`src/rtl/sync_key_pkg.sv`:
```
// Shared types and defaults for the sync-triggered key-stream switch.
package sync_key_pkg;

    typedef enum logic {
        HUNT = 1'b0,
        KEY  = 1'b1
    } key_state_t;

    localparam int          DEF_W        = 2;
    localparam int          DEF_SYNC_LEN = 2;
    localparam logic [3:0]  DEF_SYNC_PAT = {2'b01, 2'b00};
    localparam int          DEF_KEY_LEN  = 3;
    localparam int          DEF_CNT_W    = 8;

    // Width of the sync match index; never narrower than one bit.
    function automatic int idx_width(input int n);
        return $clog2((n < 2) ? 2 : n);
    endfunction

endpackage

```
`src/rtl/sync_key_switch_matcher.sv`:
```
// In-order sync sequence matcher with a simple restart on mismatch.
module sync_matcher
    import sync_key_pkg::*;
#(
    parameter int                      W        = DEF_W,
    parameter int                      SYNC_LEN = DEF_SYNC_LEN,
    parameter logic [SYNC_LEN*W-1:0]   SYNC_PAT = DEF_SYNC_PAT
) (
    input  logic         clock,
    input  logic         reset,
    input  logic         clear,
    input  logic         enable,
    input  logic         in_valid,
    input  logic [W-1:0] in,
    output logic         hit
);

    localparam int                IDX_W    = idx_width(SYNC_LEN);
    localparam logic [IDX_W-1:0]  LAST_IDX = IDX_W'(SYNC_LEN - 1);

    logic [IDX_W-1:0] idx;
    logic [IDX_W-1:0] idx_d;
    logic [W-1:0]     expect_sym;
    logic [W-1:0]     first_sym;
    logic             sym_match;
    logic             advance;

    // Compare the current symbol against the expected one and work out the next index.
    always_comb begin
        expect_sym = SYNC_PAT[32'(idx) * W +: W];
        first_sym  = SYNC_PAT[W-1:0];
        sym_match  = (in == expect_sym);
        advance    = in_valid && enable && !clear;
        hit        = advance && sym_match && (idx == LAST_IDX);
        idx_d      = idx;
        if (clear) begin
            idx_d = '0;
        end else if (advance) begin
            if (sym_match) begin
                idx_d = (idx == LAST_IDX) ? '0 : idx + 1'b1;
            end else begin
                idx_d = (in == first_sym) ? IDX_W'(1) : '0;
            end
        end
    end

    // Match index register.
    always_ff @(posedge clock or posedge reset) begin
        if (reset) begin
            idx <= '0;
        end else begin
            idx <= idx_d;
        end
    end

endmodule

```
`src/rtl/sync_key_switch.sv`:
```
// Output-stage selector: passes data until the sync sequence is seen, then
// substitutes key-stream symbols for a bounded number of valid cycles.
module sync_key_switch
    import sync_key_pkg::*;
#(
    parameter int                      W        = DEF_W,
    parameter int                      SYNC_LEN = DEF_SYNC_LEN,
    parameter logic [SYNC_LEN*W-1:0]   SYNC_PAT = DEF_SYNC_PAT,
    parameter int                      KEY_LEN  = DEF_KEY_LEN,
    parameter int                      CNT_W    = DEF_CNT_W
) (
    input  logic             clock,
    input  logic             reset,
    input  logic             clear,
    input  logic             in_valid,
    input  logic [W-1:0]     in,
    input  logic [W-1:0]     kin,
    output logic             out_valid,
    output logic [W-1:0]     out,
    output logic             key_active,
    output logic             sync_hit,
    output logic [CNT_W-1:0] key_cnt
);

    localparam logic [CNT_W-1:0] KEY_LAST = CNT_W'((KEY_LEN == 0) ? 0 : KEY_LEN - 1);
    localparam logic [CNT_W-1:0] CNT_MAX  = '1;

    key_state_t       state_q;
    key_state_t       state_d;
    logic             hit;
    logic [CNT_W-1:0] cnt_d;
    logic [W-1:0]     out_d;
    logic             out_valid_d;
    logic             sync_hit_d;

    sync_matcher #(
        .W        (W),
        .SYNC_LEN (SYNC_LEN),
        .SYNC_PAT (SYNC_PAT)
    ) u_matcher (
        .clock    (clock),
        .reset    (reset),
        .clear    (clear),
        .enable   (state_q == HUNT),
        .in_valid (in_valid),
        .in       (in),
        .hit      (hit)
    );

    // Next state and next output values; clear wins over normal operation.
    always_comb begin
        state_d     = state_q;
        cnt_d       = key_cnt;
        out_d       = out;
        out_valid_d = in_valid;
        sync_hit_d  = 1'b0;
        if (clear) begin
            state_d     = HUNT;
            cnt_d       = '0;
            out_valid_d = 1'b0;
        end else if (in_valid) begin
            case (state_q)
                HUNT: begin
                    out_d = in;
                    if (hit) begin
                        state_d    = KEY;
                        cnt_d      = '0;
                        sync_hit_d = 1'b1;
                    end
                end
                KEY: begin
                    out_d = kin;
                    if ((KEY_LEN != 0) && (key_cnt == KEY_LAST)) begin
                        state_d = HUNT;
                        cnt_d   = '0;
                    end else if ((KEY_LEN == 0) && (key_cnt == CNT_MAX)) begin
                        cnt_d = key_cnt;
                    end else begin
                        cnt_d = key_cnt + 1'b1;
                    end
                end
                default: begin
                    state_d = HUNT;
                end
            endcase
        end
    end

    // State register.
    always_ff @(posedge clock or posedge reset) begin
        if (reset) begin
            state_q <= HUNT;
        end else begin
            state_q <= state_d;
        end
    end

    // Registered outputs and key counter.
    always_ff @(posedge clock or posedge reset) begin
        if (reset) begin
            out       <= '0;
            out_valid <= 1'b0;
            sync_hit  <= 1'b0;
            key_cnt   <= '0;
        end else begin
            out       <= out_d;
            out_valid <= out_valid_d;
            sync_hit  <= sync_hit_d;
            key_cnt   <= cnt_d;
        end
    end

    assign key_active = (state_q == KEY);

endmodule
```
`config.mk`:
```
export PLATFORM = sky130hd
export DESIGN_NAME = sync_key_switch
export DESIGN_NICKNAME = d
export VERILOG_FILES = /design/src/rtl/sync_key_pkg.sv /design/src/rtl/sync_key_switch_matcher.sv /design/src/rtl/sync_key_switch.sv
export SDC_FILE = /design/constraint.sdc
export NUM_CORES = 1
export LEC_CHECK = 0
export ABC_AREA = 1
export CORE_ASPECT_RATIO = 1.25
export CORE_UTILIZATION = 46
export DETAILED_ROUTE_END_ITERATION = 10
export HOLD_SLACK_MARGIN = 0.02
export PLACE_DENSITY = 0.74
export SLEW_MARGIN = 5
export SYNTH_ARGS = -nofsm -noshare
export SYNTH_HDL_FRONTEND = slang
export SYNTH_HIERARCHICAL = 1
export SYNTH_SLANG_ARGS = --single-unit
```
`constraint.sdc`:
```
create_clock -name clock -period 1.85 [get_ports clock]
set_input_delay 0.2775 -clock clock [delete_from_list [all_inputs] [get_ports clock]]
set_output_delay 0.2775 -clock clock [all_outputs]
set_load 0.01 [all_outputs]
```
After elaboration in Yosys (flattened, before gate mapping):

Cells that the tools add are included.

* register bits: 14
* word-level logic and storage cells: 44
* output and inout port bits: 13

* eq/ne operators: 3
* add/subtract/negate cells: 2
* bitwise gates (word level): 2
* reduce and logical (&&, ||, !) cells: 10
* muxes and demuxes: 20
* shifts and indexed selects: 1

Operators with widths (number)
* 8-bit two-way mux: 4
* 8-bit one-hot mux with 2 select lines: 1
* 1-bit two-way mux: 13
* 8-bit by 1-bit adder with 8-bit output (second input constant): 1
* 8-bit by 2-bit equality test with 1-bit output (second input constant): 1
* 1-bit logical AND: 4
* 2-bit one-hot mux with 2 select lines: 1
* 2-bit AND reduction: 2
* 2-bit nonzero test: 2
* 4-bit by 3-bit indexed part select with 2-bit output (first input constant): 1
* 3-bit != test (second input constant): 1
* 2-bit equality test: 1
* 2-bit zero test: 1
* 1-bit inverter: 2
* 1-bit one-hot mux with 2 select lines: 1
* 1-bit adder (second input constant): 1
* 1-bit zero test: 1

Longest topological paths before layout:

Gate-level depths: netlist (run 1).

* word-level depth: 9
* mapped depth: 12
* depth with buffers taken out: 12

Modules after synthesis:

The synthesis (run 1) kept the hierarchy.

By module, submodules not included
* sync_key_switch: cells an instance 95, seq. area each 325.3 sq um, area each 721.9 sq um, instances 1
* sync_matcher: cells an instance 11, seq. area each 25.0 sq um, area each 71.3 sq um, instances 1

Worst setup path before layout (run 1):

No wires, ideal clock.

* kind: register -> register
* start: register state_q (netlist: key_active)
* end: register key_cnt[5]
* stages on the path, launching flop included: 12
* path buffers: 0
* data required time: 1733 ps
* setup time: 117 ps
* data arrival time: 1229 ps
* setup slack: 504 ps
* cells stage by stage: dfrtp_1 -> inv_2 -> nand2_1 -> nor2_2 -> and2_1 -> inv_1 -> nand2_1 -> nand2_1 -> nand2_2 -> inv_2 -> nand2_1 -> nand2_1

* word-level cells in the longest chain between the ends: 7
* elaborated cells between the ends (all ways): 10

RTL lines
* from (decl): RTL line sync_key_switch.sv:28 `key_state_t state_q;`
* from (signal assigned): RTL line sync_key_switch.sv:94 `state_q <= state_d;`
* 1-bit inverter
* 1-bit logical AND (2 in series): RTL line sync_key_switch_matcher.sv:33 `advance = in_valid && enable && !clear;`
* 1-bit logical AND (2 in series): RTL line sync_key_switch_matcher.sv:34 `hit = advance && sym_match && (idx == LAST_IDX);`
* net hit: RTL line sync_key_switch.sv:30 `logic hit;`
* 3-bit != test (no source line)
* 2-bit AND reduction (no source line)
* to (signal assigned): RTL line sync_key_switch.sv:109 `key_cnt <= cnt_d;`
* to (decl): RTL line sync_key_switch.sv:22 `output logic [CNT_W-1:0] key_cnt`

The timed path passes the listed nets, and every way through them passes these cells. The select of a mux whose other input is x is not followed.
A chain may end at the register's enable or synchronous reset.

Worst setup path in the final report (run 1):

* start: register state_q (netlist: key_active)
* end: output port key_active

RTL lines
* to (decl): RTL line sync_key_switch.sv:20 `output logic key_active,`

No word-level cell between the ends.

==> results of run 1 <==
==> cell usage in the layout (no fill, tap or decap) <==
cell type	instances
nor2_1	10
nand2_2	2
a21oi_1	1
xor2_1	2
ha_1	2
nand3b_1	1
nor4_1	1
dfrtp_1	14
nor2_2	1
clkdlybuf4s50_1	20
nand2_1	34
o21ai_0	6
and2_1	1
nand3_1	8
inv_1	14
nor2_8	1
a31oi_1	3
clkbuf_4	3
nor2_4	1
buf_4	1
inv_2	3
o21bai_1	1
==> cell type report <==
| type | instances | area [sq um] |
|---|---|---|
| sequential | 14 | 350.3 |
| multi-input combinational | 75 | 379.1 |
| tap | 18 | 22.52 |
| clock buffer | 3 | 22.52 |
| timing repair buffer | 21 | 207.7 |
| inverter | 17 | 63.81 |
| fill | 153 | 535.5 |
==> state kept, by name (all words and copies together), names as in the netlist <==
signal         cells
u_matcher/idx      1
out                2
out_valid          1
sync_hit           1
key_cnt            8
key_active         1
==> logic make-up (layout without fill, tap and decap cells) <==
group	after synthesis	after routing
and+or+nand+nor	60	60
xor gates and xnor gates	2	2
buffers and inverters	17	41
AOI/OAI and AO/OA	11	11
adders and majority gates	2	2
DFF	14	14
==> per-layer routing <==
metal	share of wire [%]	global-route usage, %	routed length [microns]
met2	50	33.89	767
met1	44	22.80	663
met4	2.6	10.34	40
met5	0	0	0
met3	3.1	2.752	47
==> worst paths after layout <==
path	to	cells after the start
min in group clock	u_matcher/idx	2
worst min-delay path	u_matcher/idx	2
worst max register to register	key_cnt[7]	11
worst min register to register	u_matcher/idx	2
worst max-delay path	key_active	1
max in group asynchronous	key_cnt[1]	2
==> stage by stage <==
stage          utilization (%)  cell area [sq um]
2_1_floorplan                -              793.3
3_3_place_gp             64.72               1023
3_5_place_dp             64.72               1023
4_1_cts                  66.14               1046
5_1_grt                  66.14               1046
6_report                 66.14               1046
==> report_power, final <==
group          switching [mW]  internal [mW]  leakage (nW)
registers             0.00381          0.313         0.188
logic                  0.0323         0.0351         0.319
clock network          0.0944         0.0755        0.0138
total                   0.131          0.424         0.521
==> metrics.cfg, run 1 <==
[die]
die_y_microns = 48.43
initial_core_util_pct = 50.16
die_area_sq_mm = 0.001896
die_w_microns = 39.14
core_sq_mm = 0.001582
rows = 16
ios = 21

[synthesis]
synthCells = 106
synth_common_cells = nand2_1, dfrtp_1, inv_1
synthMuxAreaShare_pct = 0
ys.flop_type = dfrtp_1
synth.most_common_cell = nand2_1
synth_seq_cells = 14
ys_seq_area_share_pct = 44.16
synth_top_family_by_area = simple AND/OR/NAND/NOR gates
synth_top_cell_by_area = dfrtp_1
netlist_area_sq_um = 793.3
netlist_top_cells_area = dfrtp_1, nand2_1, inv_1
synthesis.nets = 116
synth_fa_ha_area_share_pct = 3.155
ys_types = 19
synth_top_area_share_pct = 44.16
syn_avg_cell_area_sq_um = 7.484
synth_compound_area_share_pct = 7.729
synth-xor-area-share_pct = 2.208
synth_simple_gate_area_share_pct = 34.70
ys_async_sr_fraction_pct = 100.0
ys_warn_count = 6
synth_enable_flop_cells = 0

[layout]
nNetsFinal = 142
fin_cells = 148
antenna_cells = 0
final_layout_size_suffix_gt1_share_pct = 9.231
area.growth.synth_to_final_pct = 31.86

[critical_path]
crit_start = key_active
critPathMaxFanout = 7
required_ns = 1.57
endpoint_kind = primary output
cp_top_family = buffers and inverters
cp_slowest_cell = clkdlybuf4s50_1
critPathBufInv = 1
cp.arrival_ns = 1.36
crit_chain = clkdlybuf4s50_1
slowest_delay_ns = 0.59
r2r-start = key_active
r2r_slack_ns = 0.38
path_class = reg -> out
critPathLaunchType = flip-flop

[placement]
post-dp-hpwl_microns = 1211
dp_slack_ns = 0.1238
placed_cells = 145
gp_congestion = 0.7089
port_buffers = 20

[clock_tree]
cts.clk_slew.worst_paths_ns = 0.08
cts_tree = done
ctsHoldBuffers = 0
clk_path_buf_depth = 2
htreeDepth = 1
cts_buffers = 3
cts_root_buffer = clkbuf_4
cts_setup_buffers = 0
clkLatencyLatePin_ns = 0.28
clock_sink_count = 14
cts_resized = 0

[pwr]
vdd_ir_drop_max_uv = 442.7
p_leak_nw = 0.5211
p_total_mw = 0.5544
p_per_area_mw_per_mm2 = 530.1

[global_route]
grt_max_degree = 14
grt_pass1_vias = 696
grt_pass1_wl_microns = 2732
antenna_found_initial = 0
gr-usage-all-layers_pct = 19.93
gr-total-overflow = 0

[sta]
finalClockSkew_ns = 0.001271
drv_slew = 0
tns_ns = 0
holdWs_ns = 0.1506
worstMarginPinSlew_ns = 0.5038
max_slew_margin_pct = 66.38
period_share_pct = 88.61
grt_setup_unrepaired = no
setup_slack_ns = 0.2108
setup_viol = 0
fin_crit_ns = 1.639
hold_violations = 0
max_clock_freq_mhz = 610.0

[detailed_routing]
wl_per_cell_microns = 10.26
dr.pass1.iters = 4
routed_via_density = 4.926
via_count = 729
drc = 0
detail-route-antenna-nets = 0
drtIter0Drc = 13
wl_microns = 1519

[worst_hold_path]
holdCritPathClass = in -> async

[status]
status = completed

[run]
drv_cap = 0

(Power assumes the default switching activity.)
==> run 2: changes to the inputs <==
--- a/config.mk
+++ b/config.mk
@@ -16,3 +16,4 @@
 export SYNTH_HDL_FRONTEND = slang
 export SYNTH_HIERARCHICAL = 1
 export SYNTH_SLANG_ARGS = --single-unit
+export TNS_END_PERCENT = 30
==> results of run 2 <==
Final layout, timing and power as in run 1 (identical DEF).
==> RTL change: new RTL, config.mk and constraints of run 2 <==
Remove the register `out_valid`: a continuous assignment takes its place, so the output `out_valid` follows one clock earlier.
--- a/src/rtl/sync_key_switch.sv
+++ b/src/rtl/sync_key_switch.sv
@@ -99,17 +99,17 @@
     always_ff @(posedge clock or posedge reset) begin
         if (reset) begin
             out       <= '0;
-            out_valid <= 1'b0;
             sync_hit  <= 1'b0;
             key_cnt   <= '0;
         end else begin
             out       <= out_d;
-            out_valid <= out_valid_d;
             sync_hit  <= sync_hit_d;
             key_cnt   <= cnt_d;
         end
     end
 
+    assign out_valid = out_valid_d;
+
     assign key_active = (state_q == KEY);
 
 endmodule
Behaviour: not the same (a bounded check fails within 4 cycles, from zero or initial values and one cycle with reset high).
==> RTL change against run 2 <==
- total power is 3.6% lower
- wire length increased by 6.3%
- hold slack better by 5.9 ps
- sequential cell count shrank 1
- register-to-register slack improved by 80 ps
- via count up 1.4%
- design area decreased by 0.24%
- worst setup slack worse by 130 ps
- synthesized area is 1.6% lower
- highest routed layer unchanged
==> RTL change: results (changes against run 2) <==
metric,value,unit,change
status,completed,,
wl_met2,839,um,+9.4%
synthCells,105,,-0.94%
via_per_inst,4.96,,+0.69%
num_vias,739,,+1.4%
globalRouteMet3Util,0.0279,,+0.000384
wire_per_inst,10.8,um,+5.5%
gr-usage-met1,0.234,,+0.00614
clk_latency,270,ps,
grt_pass1_vias,611,,-12%
clock_skew,4.31,ps,+3.04 ps
drive_above_1_share,0.0916,,-0.000705
worstMarginPinSlew,448,ps,-56.1 ps
p_leak,0.532,nW,+2.0%
syn-num-nets,115,,-0.86%
grt_util_all_layers,0.193,,-0.00660
slowest_delay,530,ps,-60 ps
synth_cell_types,21,,+2
synthTopCellsByArea,"dfrtp_1, nand2_1, inv_1, nor2_1, nand3_1",,
dp_hpwl,1320,um,+8.9%
arrival,1490,ps,+130 ps
wl_met1,712,um,+7.4%
routed-wl-met3,45,um,-4.3%
place_ws,33.8,ps,-90.1 ps
path_max_fanout,3,,-4
synthAdderAreaFrac,0.0321,,+0.000506
fin_hold_ws,156,ps,+5.87 ps
rrSetupSlack,460,ps,+80 ps
fillers,136,,-11%
vdd_drop_max,417,uV,-5.8%
synth-seq-area-share,0.417,,-0.0250
synth_compound_area_frac,0.0833,,+0.00605
grt_pass1_wl,2470,um,-9.6%
reg2reg_depth,9,,-2
placedInstanceArea,1010,sq um,-0.86%
netlist_top_cells_count,"nand2_1, inv_1, dfrtp_1",,
synth-xor-area-share,0.0224,,+0.000354
ys.flop_type,dfrtp_1,,
place_congestion,0.775,,+9.3%
layout_min_cycle_time,1770,ps,+129 ps
drt_iter0_drc,15,,+2
use_met2,0.347,,+0.00778
==> RTL change: cell types whose count changed after synthesis, sizes merged <==
cell,change
buf,+1
dfrtp,-1
o21ai,+2
nor2,+2
nand4,+1
nor4,-1
nand2,-3
a31oi,-1
inv,-1
==> RTL change: where the power goes <==
part	internal [W]	leakage, nW	switching, W	total, W
combinational	0.0000359	0.341	0.0000328	0.0000687
sequential	0.000290	0.175	0.00000339	0.000294
clock	0.0000833	0.0150	0.0000885	0.000172
total	0.000410	0.532	0.000125	0.000534
==> RTL change: cell type report <==
cell class	instances	area, sq um	area share
inverter	16	60.1	0.0576
tap	18	22.5	0.0216
sequential	13	325	0.312
clock buffer	4	26.3	0.0252
timing repair buffer	23	225	0.216
multi-input combinational	75	384	0.368
==> RTL change: worst max-delay path by stage <==
stage                 endpoint       start
finish               out_valid    in_valid
global route         out_valid    in_valid
CTS                  out_valid       clear
detailed placement   out_valid       clear
global placement     out_valid       clear
floorplan           key_cnt[1]  key_active
